==> src/rtl/pia_uart_bridge.sv <==
// pia_uart_bridge: host terminal bridge for the Apple-1 PIA.
// UART RX -> case-mapped byte FIFO -> keyboard 4-phase handshake.
// Display 4-phase handshake -> UART TX, with optional LF after CR.
module pia_uart_bridge #(
    parameter int CLK_DIV    = 104,   // clk cycles per UART bit, >= 4
    parameter int FIFO_DEPTH = 4,     // power of 2, >= 2
    parameter bit UPCASE     = 1'b1,
    parameter bit CRLF       = 1'b1
) (
    input  logic       clk,
    input  logic       reset,
    input  logic       uart_rxd,
    output logic       uart_txd,
    output logic       kbd_rdy,
    input  logic       kbd_ack,
    output logic [6:0] kbd_data,
    input  logic       dsp_rdy,
    output logic       dsp_ack,
    input  logic [6:0] dsp_data,
    output logic       rx_overrun
);
    localparam int CW = $clog2(CLK_DIV);
    localparam int AW = $clog2(FIFO_DEPTH);
    localparam logic [CW-1:0] DIV_LAST  = CW'(CLK_DIV - 1);
    localparam logic [CW-1:0] HALF_LAST = CW'((CLK_DIV >> 1) - 1);

    typedef enum logic [2:0] {R_IDLE, R_START, R_DATA, R_STOP, R_WAIT} rx_state_t;
    typedef enum logic [1:0] {K_IDLE, K_ACK, K_REL} kbd_state_t;
    typedef enum logic [1:0] {D_IDLE, D_REL, D_LF} dsp_state_t;

    // ---------------- RX synchroniser ----------------
    logic rxd_s1_q, rxd_s2_q, rxd_s3_q;

    // two-stage synchroniser plus one delayed copy for falling-edge detect
    always_ff @(posedge clk or negedge reset) begin
        if (!reset) begin
            rxd_s1_q <= 1'b1;
            rxd_s2_q <= 1'b1;
            rxd_s3_q <= 1'b1;
        end else begin
            rxd_s1_q <= uart_rxd;
            rxd_s2_q <= rxd_s1_q;
            rxd_s3_q <= rxd_s2_q;
        end
    end

    // ---------------- RX deserialiser ----------------
    rx_state_t     rx_state_q, rx_state_d;
    logic [CW-1:0] rx_cnt_q, rx_cnt_d;
    logic [2:0]    rx_bit_q, rx_bit_d;
    logic [6:0]    rx_shift_q, rx_shift_d;   // bit7 is never stored: stripped on arrival
    logic [6:0]    rx_char;
    logic          rx_push;

    // frame sequencing; push request is raised in the stop-sample cycle
    always_comb begin
        rx_state_d = rx_state_q;
        rx_cnt_d   = rx_cnt_q + 1'b1;
        rx_bit_d   = rx_bit_q;
        rx_shift_d = rx_shift_q;
        rx_push    = 1'b0;
        rx_char    = rx_shift_q;
        if (UPCASE && rx_shift_q >= 7'h61 && rx_shift_q <= 7'h7A)
            rx_char = rx_shift_q - 7'h20;
        case (rx_state_q)
            R_IDLE: begin
                rx_cnt_d = '0;
                if (rxd_s3_q && !rxd_s2_q) rx_state_d = R_START;
            end
            R_START: begin
                if (rx_cnt_q == HALF_LAST) begin
                    rx_cnt_d   = '0;
                    rx_bit_d   = '0;
                    rx_state_d = rxd_s2_q ? R_IDLE : R_DATA;
                end
            end
            R_DATA: begin
                if (rx_cnt_q == DIV_LAST) begin
                    rx_cnt_d = '0;
                    if (rx_bit_q == 3'd7) begin
                        rx_state_d = R_STOP;
                    end else begin
                        rx_shift_d = {rxd_s2_q, rx_shift_q[6:1]};
                        rx_bit_d   = rx_bit_q + 1'b1;
                    end
                end
            end
            R_STOP: begin
                if (rx_cnt_q == DIV_LAST) begin
                    rx_cnt_d = '0;
                    if (rxd_s2_q) begin
                        rx_state_d = R_IDLE;
                        rx_push    = (rx_shift_q != 7'h0A);
                    end else begin
                        rx_state_d = R_WAIT;
                    end
                end
            end
            R_WAIT: begin
                rx_cnt_d = '0;
                if (rxd_s2_q) rx_state_d = R_IDLE;
            end
            default: rx_state_d = R_IDLE;
        endcase
    end

    // RX state register
    always_ff @(posedge clk or negedge reset) begin
        if (!reset) begin
            rx_state_q <= R_IDLE;
            rx_cnt_q   <= '0;
            rx_bit_q   <= '0;
            rx_shift_q <= '0;
        end else begin
            rx_state_q <= rx_state_d;
            rx_cnt_q   <= rx_cnt_d;
            rx_bit_q   <= rx_bit_d;
            rx_shift_q <= rx_shift_d;
        end
    end

    // ---------------- RX FIFO ----------------
    logic [6:0]  fifo_mem_q [FIFO_DEPTH];
    logic [AW:0] wr_ptr_q, wr_ptr_d, rd_ptr_q, rd_ptr_d;
    logic        fifo_empty, fifo_full, fifo_pop, fifo_push;
    logic        rx_overrun_q, rx_overrun_d;

    assign fifo_empty = (wr_ptr_q == rd_ptr_q);
    assign fifo_full  = (wr_ptr_q[AW] != rd_ptr_q[AW]) &&
                        (wr_ptr_q[AW-1:0] == rd_ptr_q[AW-1:0]);

    // a same-cycle pop frees a slot, so a push into a full FIFO still lands
    always_comb begin
        fifo_push    = rx_push && (!fifo_full || fifo_pop);
        wr_ptr_d     = wr_ptr_q + {{AW{1'b0}}, fifo_push};
        rd_ptr_d     = rd_ptr_q + {{AW{1'b0}}, fifo_pop};
        rx_overrun_d = rx_overrun_q | (rx_push && fifo_full && !fifo_pop);
    end

    // FIFO pointers and sticky overrun
    always_ff @(posedge clk or negedge reset) begin
        if (!reset) begin
            wr_ptr_q     <= '0;
            rd_ptr_q     <= '0;
            rx_overrun_q <= 1'b0;
        end else begin
            wr_ptr_q     <= wr_ptr_d;
            rd_ptr_q     <= rd_ptr_d;
            rx_overrun_q <= rx_overrun_d;
        end
    end

    // FIFO storage; contents are don't-care while empty
    always_ff @(posedge clk) begin
        if (fifo_push) fifo_mem_q[wr_ptr_q[AW-1:0]] <= rx_char;
    end

    // ---------------- keyboard handshake ----------------
    kbd_state_t kbd_state_q, kbd_state_d;
    logic       kbd_rdy_q, kbd_rdy_d;
    logic [6:0] kbd_data_q, kbd_data_d;

    // 4-phase: load+rdy, wait ack high, wait ack low
    always_comb begin
        kbd_state_d = kbd_state_q;
        kbd_rdy_d   = kbd_rdy_q;
        kbd_data_d  = kbd_data_q;
        fifo_pop    = 1'b0;
        case (kbd_state_q)
            K_IDLE: begin
                if (!fifo_empty && !kbd_ack) begin
                    kbd_data_d  = fifo_mem_q[rd_ptr_q[AW-1:0]];
                    fifo_pop    = 1'b1;
                    kbd_rdy_d   = 1'b1;
                    kbd_state_d = K_ACK;
                end
            end
            K_ACK: begin
                if (kbd_ack) begin
                    kbd_rdy_d   = 1'b0;
                    kbd_state_d = K_REL;
                end
            end
            K_REL: begin
                if (!kbd_ack) kbd_state_d = K_IDLE;
            end
            default: kbd_state_d = K_IDLE;
        endcase
    end

    // keyboard state register
    always_ff @(posedge clk or negedge reset) begin
        if (!reset) begin
            kbd_state_q <= K_IDLE;
            kbd_rdy_q   <= 1'b0;
            kbd_data_q  <= '0;
        end else begin
            kbd_state_q <= kbd_state_d;
            kbd_rdy_q   <= kbd_rdy_d;
            kbd_data_q  <= kbd_data_d;
        end
    end

    // ---------------- display handshake + TX ----------------
    dsp_state_t dsp_state_q, dsp_state_d;
    logic       dsp_ack_q, dsp_ack_d;
    logic       dsp_cr_q, dsp_cr_d;
    logic       tx_busy_q, tx_busy_d;
    logic       txd_q, txd_d;
    logic [8:0] tx_shift_q, tx_shift_d;     // {stop, data[7:0]}; start bit goes straight to txd
    logic [CW-1:0] tx_cnt_q, tx_cnt_d;
    logic [3:0] tx_bit_q, tx_bit_d;
    logic       tx_last, tx_idle, tx_start;
    logic [7:0] tx_char;

    // idle already in the last stop-bit cycle so a queued frame follows with no gap
    assign tx_last = tx_busy_q && (tx_bit_q == 4'd9) && (tx_cnt_q == DIV_LAST);
    assign tx_idle = !tx_busy_q || tx_last;

    // display FSM; dsp_rdy is simply left pending while TX is busy
    always_comb begin
        dsp_state_d = dsp_state_q;
        dsp_ack_d   = dsp_ack_q;
        dsp_cr_d    = dsp_cr_q;
        tx_start    = 1'b0;
        tx_char     = 8'h0A;
        case (dsp_state_q)
            D_IDLE: begin
                if (dsp_rdy && tx_idle) begin
                    tx_start    = 1'b1;
                    tx_char     = {1'b0, dsp_data};
                    dsp_ack_d   = 1'b1;
                    dsp_cr_d    = (dsp_data == 7'h0D);
                    dsp_state_d = D_REL;
                end
            end
            D_REL: begin
                if (!dsp_rdy) begin
                    dsp_ack_d   = 1'b0;
                    dsp_state_d = (CRLF && dsp_cr_q) ? D_LF : D_IDLE;
                end
            end
            D_LF: begin
                if (tx_idle) begin
                    tx_start    = 1'b1;
                    dsp_state_d = D_IDLE;
                end
            end
            default: dsp_state_d = D_IDLE;
        endcase
    end

    // TX serialiser: each bit held CLK_DIV cycles, txd is registered
    always_comb begin
        tx_busy_d  = tx_busy_q;
        txd_d      = txd_q;
        tx_shift_d = tx_shift_q;
        tx_cnt_d   = tx_cnt_q;
        tx_bit_d   = tx_bit_q;
        if (tx_start) begin
            tx_busy_d  = 1'b1;
            txd_d      = 1'b0;
            tx_shift_d = {1'b1, tx_char};
            tx_cnt_d   = '0;
            tx_bit_d   = '0;
        end else if (tx_busy_q) begin
            if (tx_cnt_q == DIV_LAST) begin
                tx_cnt_d = '0;
                if (tx_bit_q == 4'd9) begin
                    tx_busy_d = 1'b0;
                end else begin
                    txd_d      = tx_shift_q[0];
                    tx_shift_d = {1'b1, tx_shift_q[8:1]};
                    tx_bit_d   = tx_bit_q + 1'b1;
                end
            end else begin
                tx_cnt_d = tx_cnt_q + 1'b1;
            end
        end
    end

    // display and TX state registers
    always_ff @(posedge clk or negedge reset) begin
        if (!reset) begin
            dsp_state_q <= D_IDLE;
            dsp_ack_q   <= 1'b0;
            dsp_cr_q    <= 1'b0;
            tx_busy_q   <= 1'b0;
            txd_q       <= 1'b1;
            tx_shift_q  <= '1;
            tx_cnt_q    <= '0;
            tx_bit_q    <= '0;
        end else begin
            dsp_state_q <= dsp_state_d;
            dsp_ack_q   <= dsp_ack_d;
            dsp_cr_q    <= dsp_cr_d;
            tx_busy_q   <= tx_busy_d;
            txd_q       <= txd_d;
            tx_shift_q  <= tx_shift_d;
            tx_cnt_q    <= tx_cnt_d;
            tx_bit_q    <= tx_bit_d;
        end
    end

    assign uart_txd   = txd_q;
    assign kbd_rdy    = kbd_rdy_q;
    assign kbd_data   = kbd_data_q;
    assign dsp_ack    = dsp_ack_q;
    assign rx_overrun = rx_overrun_q;

endmodule

==> config.mk <==
export PLATFORM = sky130hd
export DESIGN_NAME = pia_uart_bridge
export DESIGN_NICKNAME = d
export VERILOG_FILES = /design/src/rtl/pia_uart_bridge.sv
export SDC_FILE = /design/constraint.sdc
export NUM_CORES = 1
export LEC_CHECK = 0
export CORE_MARGIN = 2
export CORE_UTILIZATION = 36
export CTS_CLUSTER_SIZE = 14
export DETAILED_ROUTE_END_ITERATION = 10
export PLACE_DENSITY_LB_ADDON = 0.05
export SETUP_SLACK_MARGIN = 0.05
export SLEW_MARGIN = 20
export SYNTH_ARGS = -nofsm -noshare
export SYNTH_HDL_FRONTEND = slang
export SYNTH_SLANG_ARGS = --single-unit
export TNS_END_PERCENT = 100
==> constraint.sdc <==
create_clock -name clk -period 2.9 [get_ports clk]
set_input_delay 0.58 -clock clk [delete_from_list [all_inputs] [get_ports clk]]
set_output_delay 0.58 -clock clk [all_outputs]
set_load 0.01 [all_outputs]
==> impl_metrics.yaml <==
routing:
  vias: 2602
  drtPass1Iterations: 4
  via_per_inst: 5.17
  wirelength_um: 7970
  antenna_left: 0
  routedWlPerCell_um: 15.8
  remaining_drc_errors: 0
  drtIter0Drc: 64
synth:
  synth_cell_types: 58
  synth_nets: 346
  synthArstFlopShare_pct: 69.9
  synthFlopType: "dfrtp_1"
  syn_avg_cell_area_um2: 13.0
  netlist_instances: 323
  ys_seq_elements: 93
  ys_seq_area_share_pct: 59.1
  ys_warn_count: 0
  synth_area_um2: 4200
  synth-edff-count: 28
clocking:
  cts_setup_buffers: 0
  worstSkewPairLatency_ns: 0.34
  cts_buffers: 9
  cts_tree: "done"
  cts-resized-gates: 0
  cts_root_buffer: "clkbuf_16"
  h-tree-depth: 3
  clk_pin_slew_worst_paths_ns: 0.06
  clock_sinks: 93
  hold_buffers: 0
  clock_path_buffers: 2
critical_path:
  crit_required_ns: 2.91
  crit_slowest_cell: "clkdlybuf4s50_1"
  crit_family: "simple AND/OR/NAND/NOR gates"
  r2r_start: "rx_cnt_q[0]"
  r2r-end: "fifo_mem_q[1][2]"
  cp_cell_sequence: "clkdlybuf4s50_1 > or3_1 > and4b_1 > nor3_2 > and3b_1"
  reg2reg_slack_ns: 0.61
  criticalPathCategory: "in2reg"
  reg2reg_depth: 5
  worstPathArrival_ns: 2.37
  crit_fanout: 7
  cp_num_buf_inv: 1
  startpoint_type: "input pin"
  end_kind: "flop"
  critPathMaxStageDelay_ns: 0.46
place:
  io_buffers: 22
  gp_congestion: 0.737
  postPlaceCellArea_um2: 4610
  hpwl_um: 5520
global_routing:
  antenna_found_initial: 0
  grt_overflow: 0
  grt_use_total_pct: 13.9
  grt_pass1_wl_um: 13800
  grt_pass1_vias: 2664
  grt_max_degree: 34
finish:
  stdcell_area_um2: 4890
  nNetsFinal: 378
  area_growth_pct: 16.5
  antenna_cells: 0
  drive_gt1_share_pct: 18.9
  nFillCells: 1088
sta:
  max-slew-margin-rel_pct: 62.4
  worst_slew_pin_slew_ns: 0.563
  fmax_mhz: 423
  grt_setup_unrepaired: "no"
  finClkSkew_ns: 0.00351
  finalHoldViolations: 0
  setup_violations: 0
  drv_slew: 0
  period_share_pct: 81.5
  min_period_ns: 2.36
  setup_tns_ns: 0
status:
  status: "finished clean"
die:
  die_y_um: 112
  core_um2: 11400
  rows: 39
  start_util_pct: 36.8
  ios: 23
  dieArea_um2: 12500
  die_x_um: 112
power_and_ir_drop:
  fin_total_pwr_uw: 4000
  clkPwrFrac_pct: 27.3
  seqPwrFrac_pct: 49.5
  switching_share_pct: 30.3
  vdd_drop_max_mv: 0.583
  p_per_area_nw_per_um2: 818
  switchingPower_uw: 1210
  pwr-share-comb_pct: 23.2
  p_leak_uw: 0.00197
  p_int_uw: 2790
hold_path:
  worstHoldPathType: "in2async"
job:
  drv_cap: 0
-- sequential cells by signal, summed over array words and instances, names as in the netlist, 2 cells and up --
| register | flops |
|---|---|
| dsp_state_q | 2 |
| fifo_mem_q | 28 |
| kbd_data | 7 |
| kbd_state_q | 2 |
| rd_ptr_q | 3 |
| rx_bit_q | 3 |
| rx_cnt_q | 7 |
| rx_shift_q | 7 |
| rx_state_q | 3 |
| tx_bit_q | 4 |
| tx_cnt_q | 7 |
| tx_shift_q | 8 |
| wr_ptr_q | 3 |
-- worst register-to-register path: cells and delay by family (launching register included) --
family | cells | cell delay [ns]
simple gates | 4 | 1.31
flops | 1 | 0.37
fa+ha+maj | 1 | 0.27
-- routing by layer --
layer / vias up / GRT usage (%) / share of wire (%) / routed length, um
met2: 23 / 21.2 / 46 / 3690
met4: 0 / 4.88 / 1.4 / 115
met3: 8 / 4.08 / 2.6 / 204
li1: 1285 / - / - / -
met1: 1286 / 19.2 / 50 / 3960
met5: - / 0 / 0 / 0
-- layout make-up --
cell class                      instances  area, um2  area share (%)
Clock buffer                           10        229            4.68
Clock inverter                          6       48.8           0.998
Inverter                                9       33.8           0.691
Multi-Input combinational cell        213       1650            33.7
Sequential cell                        93       2480            50.8
Tap cell                              143        179            3.66
Timing Repair Buffer                   29        268            5.48
-- layout by cell type (no fill, tap or decap), drive strengths merged, types with 5 or more instances in the layout --
cell type      netlist  routed
nor2                18      18
dfrtp               53      53
mux4                 7       7
a21oi               10      10
xnor2                5       5
dfstp               12      12
inv                  9      10
nand4               10      10
edfxtp              28      28
nor3                 9       9
clkdlybuf4s50        0      21
clkbuf               6      10
buf                  2       8
nand2               14      14
nor3b                6       6
ha                  11      11
mux2                16      16
and3                 6       6
o21ai               17      17
xor2                10      10
nand3               12      12
-- kinds of logic (layout without fill, tap and decap cells) --
kind of cell	count (synthesis)	in the layout	synth area share, %
fa+ha+maj	11	11	3.28
flops	93	93	59.1
compound gates	59	59	9.84
buf+inv	17	54	1.58
mux	26	26	8.76
xor+xnor	15	15	3.13
simple gates	102	102	14.3
-- power groups by stage --
stage               combinational, uW  clock (uW)  sequential, uW
detailed placement                938           0            2000
finish                            928        1090            1980
floorplan                         684           0            1910
CTS                               945        1140            1980
global placement                  926           0            2000
global route                     1050        1210            2030
-- worst max path at each step --
stage	depth (start not counted)	slack [ns]	start	to
floorplan	6	0.49	rx_cnt_q[0]	fifo_mem_q[0][0]
global placement	5	0.23	kbd_ack	fifo_mem_q[1][2]
finish	5	0.54	kbd_ack	fifo_mem_q[1][2]
global route	5	0.41	kbd_ack	fifo_mem_q[1][2]
detailed placement	5	0.16	kbd_ack	fifo_mem_q[1][2]
CTS	5	0.53	kbd_ack	fifo_mem_q[1][2]
-- synthesized netlist by cell type, types with 2 or more instances --
master / instances / area, um2
ha_1: 11 / 138
nand2b_1: 2 / 12.5
nor3_1: 7 / 35.0
mux4_2: 7 / 158
buf_2: 2 / 10.0
mux2i_1: 3 / 30.0
a21o_1: 3 / 22.5
a31oi_1: 2 / 12.5
nand4b_1: 2 / 17.5
nand4_1: 10 / 62.6
nor4_1: 4 / 25.0
clkbuf_1: 6 / 22.5
nor2_1: 18 / 67.6
a211oi_1: 2 / 15.0
nand3b_1: 2 / 15.0
nor3b_1: 5 / 37.5
nand3_1: 12 / 60.1
inv_1: 9 / 33.8
edfxtp_1: 28 / 841
xor2_1: 10 / 87.6
or3_1: 3 / 18.8
and3_1: 6 / 37.5
a221o_1: 4 / 40.0
nor2b_1: 4 / 25.0
a21oi_1: 10 / 50.1
o22ai_1: 2 / 12.5
nand2_1: 14 / 52.6
xnor2_1: 5 / 43.8
a21boi_0: 4 / 30.0
and3b_1: 2 / 17.5
dfstp_2: 12 / 315
dfrtp_1: 53 / 1330
a22oi_1: 3 / 22.5
o21ai_0: 16 / 80.1
mux2_2: 15 / 169
o2bb2ai_1: 3 / 26.3
-- stage by stage --
| stage | hold WS [ns] | util, % | cells | setup slack (ns) |
|---|---|---|---|---|
| after global routing | 0.141 | 42.8 | 503 | 0.414 |
| after detailed placement | 0.347 | 40.4 | 487 | 0.158 |
| after floorplan | 0.284 | - | 323 | 0.489 |
| after CTS | 0.138 | 42.8 | 503 | 0.534 |
| final | 0.131 | 42.8 | 503 | 0.537 |
| after global placement | 0.347 | 40.4 | 487 | 0.233 |
Power figures use the tool's default switching activity.
